[config.mk]
export PLATFORM = sky130hd
export DESIGN_NAME = mm_cmd_loader
export DESIGN_NICKNAME = d
export VERILOG_FILES = /design/src/rtl/mm_cmd_loader.sv
export SDC_FILE = /design/constraint.sdc
export NUM_CORES = 1
export LEC_CHECK = 0
export ABC_CLOCK_PERIOD_IN_PS = 11250
export BUFFER_PORTS_ARGS = -buffer_cell sky130_fd_sc_hd__buf_2
export CORE_UTILIZATION = 43
export CTS_CLUSTER_SIZE = 8
export DETAILED_ROUTE_END_ITERATION = 7
export HOLD_SLACK_MARGIN = 0.06
export PLACE_DENSITY = 0.71
export SYNTH_ARGS = -nofsm -noshare
export SYNTH_HDL_FRONTEND = slang
export SYNTH_SLANG_ARGS = --single-unit
[constraint.sdc]
create_clock -name clk -period 11.25 [get_ports clk]
set_input_delay 2.8125 -clock clk [delete_from_list [all_inputs] [get_ports clk]]
set_output_delay 2.8125 -clock clk [all_outputs]
set_load 0.005 [all_outputs]
[src/rtl/mm_cmd_loader.sv]
// mm_cmd_loader
// Command-side receive stage of the matrix-multiply accelerator. It parses a
// MATRIX_MULT packet (command byte, dimension bytes a_h, a_w, h_h, h_w, then
// the A and H operands as big-endian 32-bit floats). Each operand is written
// row-major into the A/H operand buffers, one word per write, and the block
// pulses load_done when both operands are in.
//
// Optional feature: define MM_CMD_DIM_CHECK_EN to reject packets that have a
// zero dimension, a dimension above MAX_DIM, or a_w != h_h (cmd_err pulse).
// Without the macro cmd_err is constant 0, a zero count skips that operand,
// and oversize operands wrap the buffer address.
//
// Ports:
//   clk, rst_n        clock, asynchronous active-low reset
//   rx_valid, rx_data one-cycle byte strobe and byte from the UART receiver
//   wr_en             one-cycle operand write strobe
//   wr_sel            0 = A buffer, 1 = H buffer
//   wr_addr, wr_data  row-major word address, assembled float (first byte MSB)
//   a_h,a_w,h_h,h_w   latched dimensions
//   busy              high whenever the FSM is not in IDLE
//   load_done         one-cycle pulse after the final operand write
//   cmd_err           one-cycle pulse on a rejected packet
//   state_dbg         current FSM state, for checkers
//
// Handshake: rx_valid is a one-cycle qualifier with no ready; a byte is
// consumed on every clock edge where rx_valid is high. wr_en is a one-cycle
// qualifier, and the buffers must accept every write.
module mm_cmd_loader #(
  parameter logic [7:0] CMD_MATMUL = 8'h02,
  parameter int         MAX_DIM    = 16,
  parameter int         ADDR_W     = 8
) (
  input  logic              clk,
  input  logic              rst_n,
  input  logic              rx_valid,
  input  logic [7:0]        rx_data,
  output logic              wr_en,
  output logic              wr_sel,
  output logic [ADDR_W-1:0] wr_addr,
  output logic [31:0]       wr_data,
  output logic [7:0]        a_h,
  output logic [7:0]        a_w,
  output logic [7:0]        h_h,
  output logic [7:0]        h_w,
  output logic              busy,
  output logic              load_done,
  output logic              cmd_err,
  output logic [2:0]        state_dbg
);

  typedef enum logic [2:0] {
    S_IDLE   = 3'd0,
    S_DIMS   = 3'd1,
    S_LOAD_A = 3'd2,
    S_LOAD_H = 3'd3,
    S_DONE   = 3'd4
  } state_t;

  localparam logic [7:0] MAX_DIM_B = 8'(MAX_DIM);

  state_t      state_q, state_d;
  logic [1:0]  dim_idx;
  logic [1:0]  byte_cnt;
  logic [23:0] asm_q;     // bytes already received for the current word
  logic [15:0] elem_idx;
  logic [15:0] n_a, n_h;

  logic [15:0] n_a_new, n_h_new;
  logic        dim_done;  // fourth dimension byte arriving this cycle
  logic        dim_bad;
  logic        word_done; // fourth byte of an operand word arriving this cycle
  logic        elem_last;

  always_comb begin
    state_d   = state_q;
    dim_done  = 1'b0;
    dim_bad   = 1'b0;
    word_done = 1'b0;
    elem_last = 1'b0;
    // h_w is still on rx_data when the counts are formed.
    n_a_new   = {8'd0, a_h} * {8'd0, a_w};
    n_h_new   = {8'd0, h_h} * {8'd0, rx_data};
`ifdef MM_CMD_DIM_CHECK_EN
    dim_bad = (a_h == 8'd0) || (a_w == 8'd0) || (h_h == 8'd0) ||
              (rx_data == 8'd0) || (a_h > MAX_DIM_B) || (a_w > MAX_DIM_B) ||
              (h_h > MAX_DIM_B) || (rx_data > MAX_DIM_B) || (a_w != h_h);
`endif
    elem_last = (state_q == S_LOAD_H) ? (elem_idx == n_h - 16'd1)
                                      : (elem_idx == n_a - 16'd1);
    case (state_q)
      S_IDLE: begin
        if (rx_valid && rx_data == CMD_MATMUL) state_d = S_DIMS;
      end
      S_DIMS: begin
        if (rx_valid && dim_idx == 2'd3) begin
          dim_done = 1'b1;
          if (dim_bad)                  state_d = S_IDLE;
          else if (n_a_new != 16'd0)    state_d = S_LOAD_A;
          else if (n_h_new != 16'd0)    state_d = S_LOAD_H;
          else                          state_d = S_DONE;
        end
      end
      S_LOAD_A: begin
        if (rx_valid && byte_cnt == 2'd3) begin
          word_done = 1'b1;
          if (elem_last) state_d = (n_h != 16'd0) ? S_LOAD_H : S_DONE;
        end
      end
      S_LOAD_H: begin
        if (rx_valid && byte_cnt == 2'd3) begin
          word_done = 1'b1;
          if (elem_last) state_d = S_DONE;
        end
      end
      S_DONE:  state_d = S_IDLE;   // any byte arriving here is dropped
      default: state_d = S_IDLE;
    endcase
  end

  always_ff @(posedge clk or negedge rst_n) begin
    if (!rst_n) state_q <= S_IDLE;
    else        state_q <= state_d;
  end

  always_ff @(posedge clk or negedge rst_n) begin
    if (!rst_n) begin
      dim_idx   <= 2'd0;
      byte_cnt  <= 2'd0;
      asm_q     <= 24'd0;
      elem_idx  <= 16'd0;
      n_a       <= 16'd0;
      n_h       <= 16'd0;
      a_h       <= 8'd0;
      a_w       <= 8'd0;
      h_h       <= 8'd0;
      h_w       <= 8'd0;
      wr_en     <= 1'b0;
      wr_sel    <= 1'b0;
      wr_addr   <= '0;
      wr_data   <= 32'd0;
      load_done <= 1'b0;
      cmd_err   <= 1'b0;
    end else begin
      wr_en     <= 1'b0;
      load_done <= (state_q == S_DONE);
      cmd_err   <= dim_done && dim_bad;

      if (state_q == S_IDLE && rx_valid && rx_data == CMD_MATMUL) begin
        dim_idx  <= 2'd0;
        byte_cnt <= 2'd0;
        elem_idx <= 16'd0;
      end

      if (state_q == S_DIMS && rx_valid) begin
        case (dim_idx)
          2'd0:    a_h <= rx_data;
          2'd1:    a_w <= rx_data;
          2'd2:    h_h <= rx_data;
          default: h_w <= rx_data;
        endcase
        dim_idx <= dim_idx + 2'd1;
      end

      if (dim_done) begin
        n_a      <= n_a_new;
        n_h      <= n_h_new;
        elem_idx <= 16'd0;
        byte_cnt <= 2'd0;
      end

      if ((state_q == S_LOAD_A || state_q == S_LOAD_H) && rx_valid) begin
        byte_cnt <= byte_cnt + 2'd1;   // wraps to 0 after the fourth byte
        asm_q    <= {asm_q[15:0], rx_data};
      end

      if (word_done) begin
        wr_en    <= 1'b1;
        wr_sel   <= (state_q == S_LOAD_H);
        wr_addr  <= elem_idx[ADDR_W-1:0];  // oversize operands wrap here
        wr_data  <= {asm_q, rx_data};
        // Index restarts at 0 when A completes so H begins at address 0.
        elem_idx <= elem_last ? 16'd0 : elem_idx + 16'd1;
      end
    end
  end

  assign busy      = (state_q != S_IDLE);
  assign state_dbg = state_q;

endmodule

==> qor.yml, run 1 <==
cells_and_area:
  final_area_um2: 12880
  multi_input_area_um2: 7129
  regArea_um2: 3854
  syn_to_final_growth_pct: 11.40
  antenna_cells: 0
  postLayoutCoreUtil_pct: 49.17
  fillers: 2406
  drive_above_1_share_pct: 14.77
  fin_nets: 1449
clocking:
  post_cts_buffers: 0
  root_buffer: "clkbuf_16"
  path_clk_slew_ns: 0.08
  cts_buffers: 17
  clkLatencyLatePin_ns: 0.43
  numClockSinks: 154
  cts_max_level: 4
  cts_tree: "built"
  postCtsHoldBufs: 0
  clockBufferDepth: 2
  cts_resized: 0
die:
  die-area_um2: 27560
  rows: 59
  die_w_um: 166.0
  initial_core_util_pct: 44.13
  die_y_um: 166.0
  io_pins: 91
  coreArea_um2: 26210
outcome:
  status: "finished, violations left"
  violations: "DRC"
sta:
  worst_pin_slew_ns: 0.8834
  slew_headroom_pct: 40.79
  fmaxAchievable_ghz: 0.1327
  whs_ns: 0.4711
  final_hold_viol_count: 0
  finalSetupViolations: 0
  fin_tns_setup_ns: 0
  fin_skew_ns: 0.01259
  period_share_pct: 66.96
  period_needed_ns: 7.533
  rsz0062_at_grt: "false"
  slew_viol_final: 0
pwr:
  p_leak_nw: 7.047
  power_density_nw_per_um2: 116.8
  total_power_mw: 1.506
  irDropWorstVdd_mv: 0.1034
synthesis:
  synth-edff-count: 0
  synth_cell_type_count: 69
  syn_avg_cell_area_um2: 9.473
  synthFlopType: "dfrtp_1"
  yosysSeqAreaShare_pct: 33.32
  yosys_warnings: 0
  synth.area.top_cells: "dfrtp_1, fa_1, ha_1"
  synth_area_leader_cell: "dfrtp_1"
  yosysMostFrequentCell: "nand2_1"
  ys_seq_elements: 154
  synth.top_cells.by_count: "nand2_1, dfrtp_1, inv_1"
  synth_top_area_share_pct: 33.32
  async_flop_share_pct: 100.0
  synthCells: 1221
  syn_nets: 1383
  syn-cell-area_um2: 11570
detailed_routing:
  drt-wirelength-per-cell_um: 16.82
  vias: 8960
  dr.first_iter.drc_count: 688
  wirelength_um: 27500
  firstDrtPassIters: 7
  via_per_inst: 5.480
  postRouteAntennaNets: 0
  route.detailed.drc: 4
global_route:
  grt_pass1_vias: 8945
  antenna_found_initial: 0
  grt_max_degree: 95
  grt_overflow: 0
  grt_first_pass_wirelength_um: 46190
  track_usage_pct: 20.83
setup_path:
  crit_path_start_kind: "primary input"
  worst_setup_path_end_kind: "flip-flop"
  crit_fanout: 15
  worstPathArrival_ns: 7.87
  setup.worst_path.class: "in2reg"
  required_ns: 11.59
job:
  maxCapViolCount: 0
placement:
  gp_congestion: 0.8887
  hpwlAfterDp_um: 20090
  placement.cell_area_um2: 12290
  portBuffers: 89
min_path:
  hold_class: "reg2reg"
-- placed cells by master, fill, tap and decap left out, types with 4 or more instances in the layout --
master,netlist,layout
a21o_1,20,20
and2_1,103,103
nor2b_1,6,6
o21ai_1,4,4
or3_1,7,7
fa_1,72,72
a21oi_1,15,15
o31ai_1,16,16
o21a_1,5,5
nand2b_1,8,8
o2111ai_1,4,4
a211oi_1,8,8
dfrtp_1,154,154
buf_4,4,6
nand3_1,16,16
nor2_1,20,20
inv_8,0,6
nand4_1,4,4
mux2_2,55,55
and3_1,16,16
ha_1,79,79
nand2_1,249,247
inv_1,104,104
mux2i_1,17,17
xor2_1,18,18
nor4b_1,17,17
xnor2_1,22,22
buf_2,6,88
o31a_1,5,5
a211o_1,5,5
nor3_1,26,26
clkbuf_16,0,17
o21ai_0,33,33
nor4_1,12,12
-- flip-flops by register name, indices dropped and copies added (netlist names) --
signal / flops
wr_sel: 1
h_w: 8
h_h: 8
wr_data: 32
a_h: 8
wr_addr: 8
wr_en: 1
asm_q: 24
byte_cnt: 2
load_done: 1
n_a: 16
n_h: 16
a_w: 8
state_dbg: 3
dim_idx: 2
elem_idx: 16
-- critical path: stages --
cell and delay, ns:
buf_2 0.21, and2_1 0.20, fa_1 0.53, inv_1 0.06, fa_1 0.52, inv_1 0.05
fa_1 0.48, inv_1 0.05, fa_1 0.47, inv_1 0.04, ha_1 0.32, and3_1 0.18
a2111o_1 0.43, and2_1 0.18, a311o_1 0.33, xnor2_1 0.20, nand4_1 0.15, or4_1 0.41
a211oi_1 0.23
-- metrics by stage --
stage,worst slack [ns],cells
5_1_grt,3.430,1635
3_5_place_dp,3.264,1603
3_3_place_gp,3.370,1603
6_report,3.717,1635
4_1_cts,3.713,1635
2_1_floorplan,3.635,1221
-- cell type report --
type / count / share of cell area, %
clock inverter: 15 / 1.292
timing repair buffer: 95 / 3.855
sequential: 154 / 29.91
multi-input combinational: 914 / 55.33
inverter: 105 / 3.059
tap: 335 / 3.253
clock buffer: 17 / 3.302
-- power breakdown --
part | total, mW | leakage (nW) | switching (mW) | internal [mW]
registers | 0.696 | 2.05 | 0.0624 | 0.634
logic | 0.237 | 4.71 | 0.138 | 0.0992
clock network | 0.573 | 0.284 | 0.274 | 0.299
-- path summary, 6_finish.rpt --
kind | startpoint | to | slack [ns] | cells after the start
setup / recovery | rx_data[2] | state_dbg[2]$_DFFE_PN0P_ | 3.72 | 19
max in group asynchronous | rst_n | h_w[5]$_DFFE_PN0P_ | 7.49 | 2
setup reg to reg | h_h[5]$_DFFE_PN0P_ | state_dbg[2]$_DFFE_PN0P_ | 5.75 | 18
min in group asynchronous | rst_n | wr_data[30]$_DFFE_PN0P_ | 2.44 | 1
hold / removal | wr_data[29]$_DFFE_PN0P_ | wr_data[29]$_DFFE_PN0P_ | 0.47 | 2
hold reg to reg | wr_data[29]$_DFFE_PN0P_ | wr_data[29]$_DFFE_PN0P_ | 0.47 | 2
-- per-layer routing --
layer  share of wire [%]  global-route usage (%)  vias up
li1                    -                       -     4244
met1                  44                   27.72     4448
met2                  48                   34.03      218
met3                 5.4                   3.837       50
met4                 2.8                   7.395        0
met5                   0                       0        -
-- cell families (layout without fill, tap and decap cells) --
group	after synthesis	after routing	synth area share (%)
adder cells (fa/ha/maj)	151	151	21.01
XOR/XNOR	40	40	3.029
AND/OR/NAND/NOR	503	503	21.73
buffers and inverters	153	232	5.160
flip-flops	154	154	33.32
AO/OA/AOI/OAI	147	147	8.892
other	1	1	0.03242
multiplexers	72	72	6.826
(Power assumes the default switching activity.)
==> inputs of run 2 (changes only) <==
Settings changed: ABC_CLOCK_PERIOD_IN_PS 11250 to 6500, PLACE_DENSITY 0.71 to 0.74.
Clock period 11.25 ns to 6.5 ns, I/O delays scaled along.
==> run 2 against run 1 <==
Compared with the run above: the flow now finishes without violations; flip-flop and latch count unchanged; global-route usage up 0.32 points; worst hold slack worse by 0.0081 ns; non-clock buffer count up 27; clock skew down 0.00092 ns; critical path depth unchanged; largest power group unchanged; cell count up 1.7%; via count up 1.9%.
==> qor.yml, run 2 (synthesized netlist as in run 1, its figures left out) <==
global_route:
  track_usage_pct: 21.14  # +0.32 points
  grt_first_pass_wirelength_um: 47000  # +1.8%
  grt_overflow: 0  # unchanged
  antenna_found_initial: 0  # unchanged
  grt_pass1_vias: 9293  # +3.9%
  grt_max_degree: 99  # +4.2%
detailed_routing:
  firstDrtPassIters: 5  # -2
  postRouteAntennaNets: 0  # unchanged
  drt-wirelength-per-cell_um: 16.77  # -0.27%
  wirelength_um: 27880  # +1.4%
  vias: 9134  # +1.9%
  route.detailed.drc: 0  # -4
  dr.first_iter.drc_count: 566  # -18%
  via_per_inst: 5.496  # +0.29%
sta:
  fin_skew_ns: 0.01167  # -0.0009207 ns
  worst_pin_slew_ns: 0.9082  # +0.02475 ns
  period_share_pct: 96.40
  slew_headroom_pct: 39.45  # -1.3 points
  finalSetupViolations: 0  # unchanged
  period_needed_ns: 6.266
  rsz0062_at_grt: "false"
  fmaxAchievable_ghz: 0.1596
  slew_viol_final: 0  # unchanged
  final_hold_viol_count: 0  # unchanged
cells_and_area:
  reg.largest.list: "wr_data x32, asm_q x24"
  syn_to_final_growth_pct: 13.54
  largest_reg_flops: 32  # unchanged
  final_area_um2: 13130  # +1.9%
  antenna_cells: 0  # unchanged
  final_common_cell: "nand2_1"
  fillers: 2294  # -4.7%
  top_register: "wr_data"
  drive_above_1_share_pct: 16.58  # +1.8 points
  fin_nets: 1476  # +1.9%
  layout_common_cells: "nand2_1, dfrtp_1, inv_1, and2_1, buf_2"
  finalNonFillerCells: 1662  # +1.7%
placement:
  portBuffers: 89  # unchanged
  hpwlAfterDp_um: 20140  # +0.24%
  placedCellCount: 1630  # +1.7%
  gp_congestion: 0.8827  # -0.68%
  placement.cell_area_um2: 12500  # +1.6%
die:
  io_pins: 91  # unchanged
  die_y_um: 166.0  # unchanged
  die-area_um2: 27560  # unchanged
  initial_core_util_pct: 44.13  # unchanged
  die_w_um: 166.0  # unchanged
  rows: 59  # unchanged
  coreArea_um2: 26210  # unchanged
clocking:
  postCtsHoldBufs: 0  # unchanged
  path_clk_slew_ns: 0.08  # about the same
  post_cts_buffers: 0  # unchanged
  cts_tree: "built"
  numClockSinks: 154  # unchanged
  cts_max_level: 4  # unchanged
  cts_resized: 0  # unchanged
  clkLatencyLatePin_ns: 0.44  # about the same
  clockBufferDepth: 2  # unchanged
  root_buffer: "clkbuf_16"
  cts_buffers: 17  # unchanged
setup_path:
  worstPathCellList: "buf_2, and2_1, fa_1, inv_1, fa_1, inv_1, fa_1, inv_1, fa_1, inv_1, ha_1, and3_1, a2111o_1, and2_1, xnor2_1, nor4bb_1, nand4_1, or4_1, a211oi_1"
  setup.worst_path.class: "in2reg"
  cp_num_buf_inv: 5  # unchanged
  path_depth: 19  # unchanged
  crit_fanout: 4  # -11
  critical_path.startpoint: "rx_data[2]"
  crit_path_start_kind: "primary input"
  path_delay_family: "adder cells"
  slowest_stage: "fa_1"
  r2r-end: "state_dbg[2]$_DFFE_PN0P_"
  r2r-start: "h_h[5]$_DFFE_PN0P_"
  worstPathArrival_ns: 6.62  # -1.25 ns
  r2r_cells: 18  # unchanged
  worst_setup_path_end_kind: "flip-flop"
  critPathCapture: "state_dbg[2]$_DFFE_PN0P_"
  critical-path-max-stage-delay_ns: 0.54  # about the same
  r2r_setup_slack_ns: 0.98  # -4.77 ns
  required_ns: 6.85  # -4.74 ns
outcome:
  status: "finished clean"
job:
  maxCapViolCount: 0  # unchanged
min_path:
  hold_class: "reg2reg"
pwr:
  p_leak_nw: 7.201  # +2.2%
  power_density_nw_per_um2: 202.5  # +73%
  irDropWorstVdd_mv: 0.1314  # +27%
## run 2: how the worst min path moves through the flow
stage	start	endpoint	slack, ns	depth (start not counted)
2_1_floorplan	asm_q[16]$_DFFE_PN0P_	wr_data[24]$_DFFE_PN0P_	0.44	2
3_3_place_gp	wr_sel$_DFFE_PN0P_	wr_sel$_DFFE_PN0P_	0.46	2
3_5_place_dp	wr_data[8]$_DFFE_PN0P_	wr_data[8]$_DFFE_PN0P_	0.46	2
4_1_cts	asm_q[20]$_DFFE_PN0P_	wr_data[28]$_DFFE_PN0P_	0.47	2
5_1_grt	asm_q[17]$_DFFE_PN0P_	wr_data[25]$_DFFE_PN0P_	0.50	2
6_report	asm_q[20]$_DFFE_PN0P_	wr_data[28]$_DFFE_PN0P_	0.46	2
## run 2: cell type report
class	count	area, um^2	area share, %
tap	335	419.2	3.192
clock buffer	17	425.4	3.239
multi-input combinational	914	7138	54.35
inverter	105	394.1	3.001
clock inverter	15	202.7	1.543
timing repair buffer	122	699.4	5.326
sequential	154	3854	29.34
## run 2: per-layer routing
metal / track usage [%] / up-vias / part of all wire (%)
met3: 2.884 / 58 / 3.9
met4: 8.736 / 0 / 3.3
met2: 35.09 / 237 / 48
met5: 0 / - / 0
met1: 27.86 / 4553 / 45
li1: - / 4286 / -
## run 2: worst register-to-register path: cells and delay by family (launching register included)
family                   cells  cell delay [ns]
AO/OA/AOI/OAI                2             0.66
flip-flops                   1             0.50
XOR/XNOR                     1             0.19
AND/OR/NAND/NOR              6             1.54
adder cells (fa/ha/maj)      5             2.31
buffers and inverters        4             0.21
## run 2: per-stage QoR
step	total power [mW]	utilization, %	setup slack, ns	hold WS, ns	setup TNS [ns]
2_1_floorplan	1.419	-	0.07284	0.4386	0
3_3_place_gp	1.623	47.68	-0.09601	0.4551	-0.09601
3_5_place_dp	1.635	47.68	-0.1511	0.4564	-0.1511
4_1_cts	2.677	50.08	0.2587	0.4729	0
5_1_grt	2.789	50.11	0.006180	0.5012	0
6_report	2.660	50.11	0.2337	0.4629	0
## run 2: power by group
part / leakage [nW] / switching [mW] / internal [mW]
sequential: 2.05 / 0.109 / 1.10
combinational: 4.85 / 0.236 / 0.177
clock: 0.303 / 0.484 / 0.557
total: 7.20 / 0.829 / 1.83
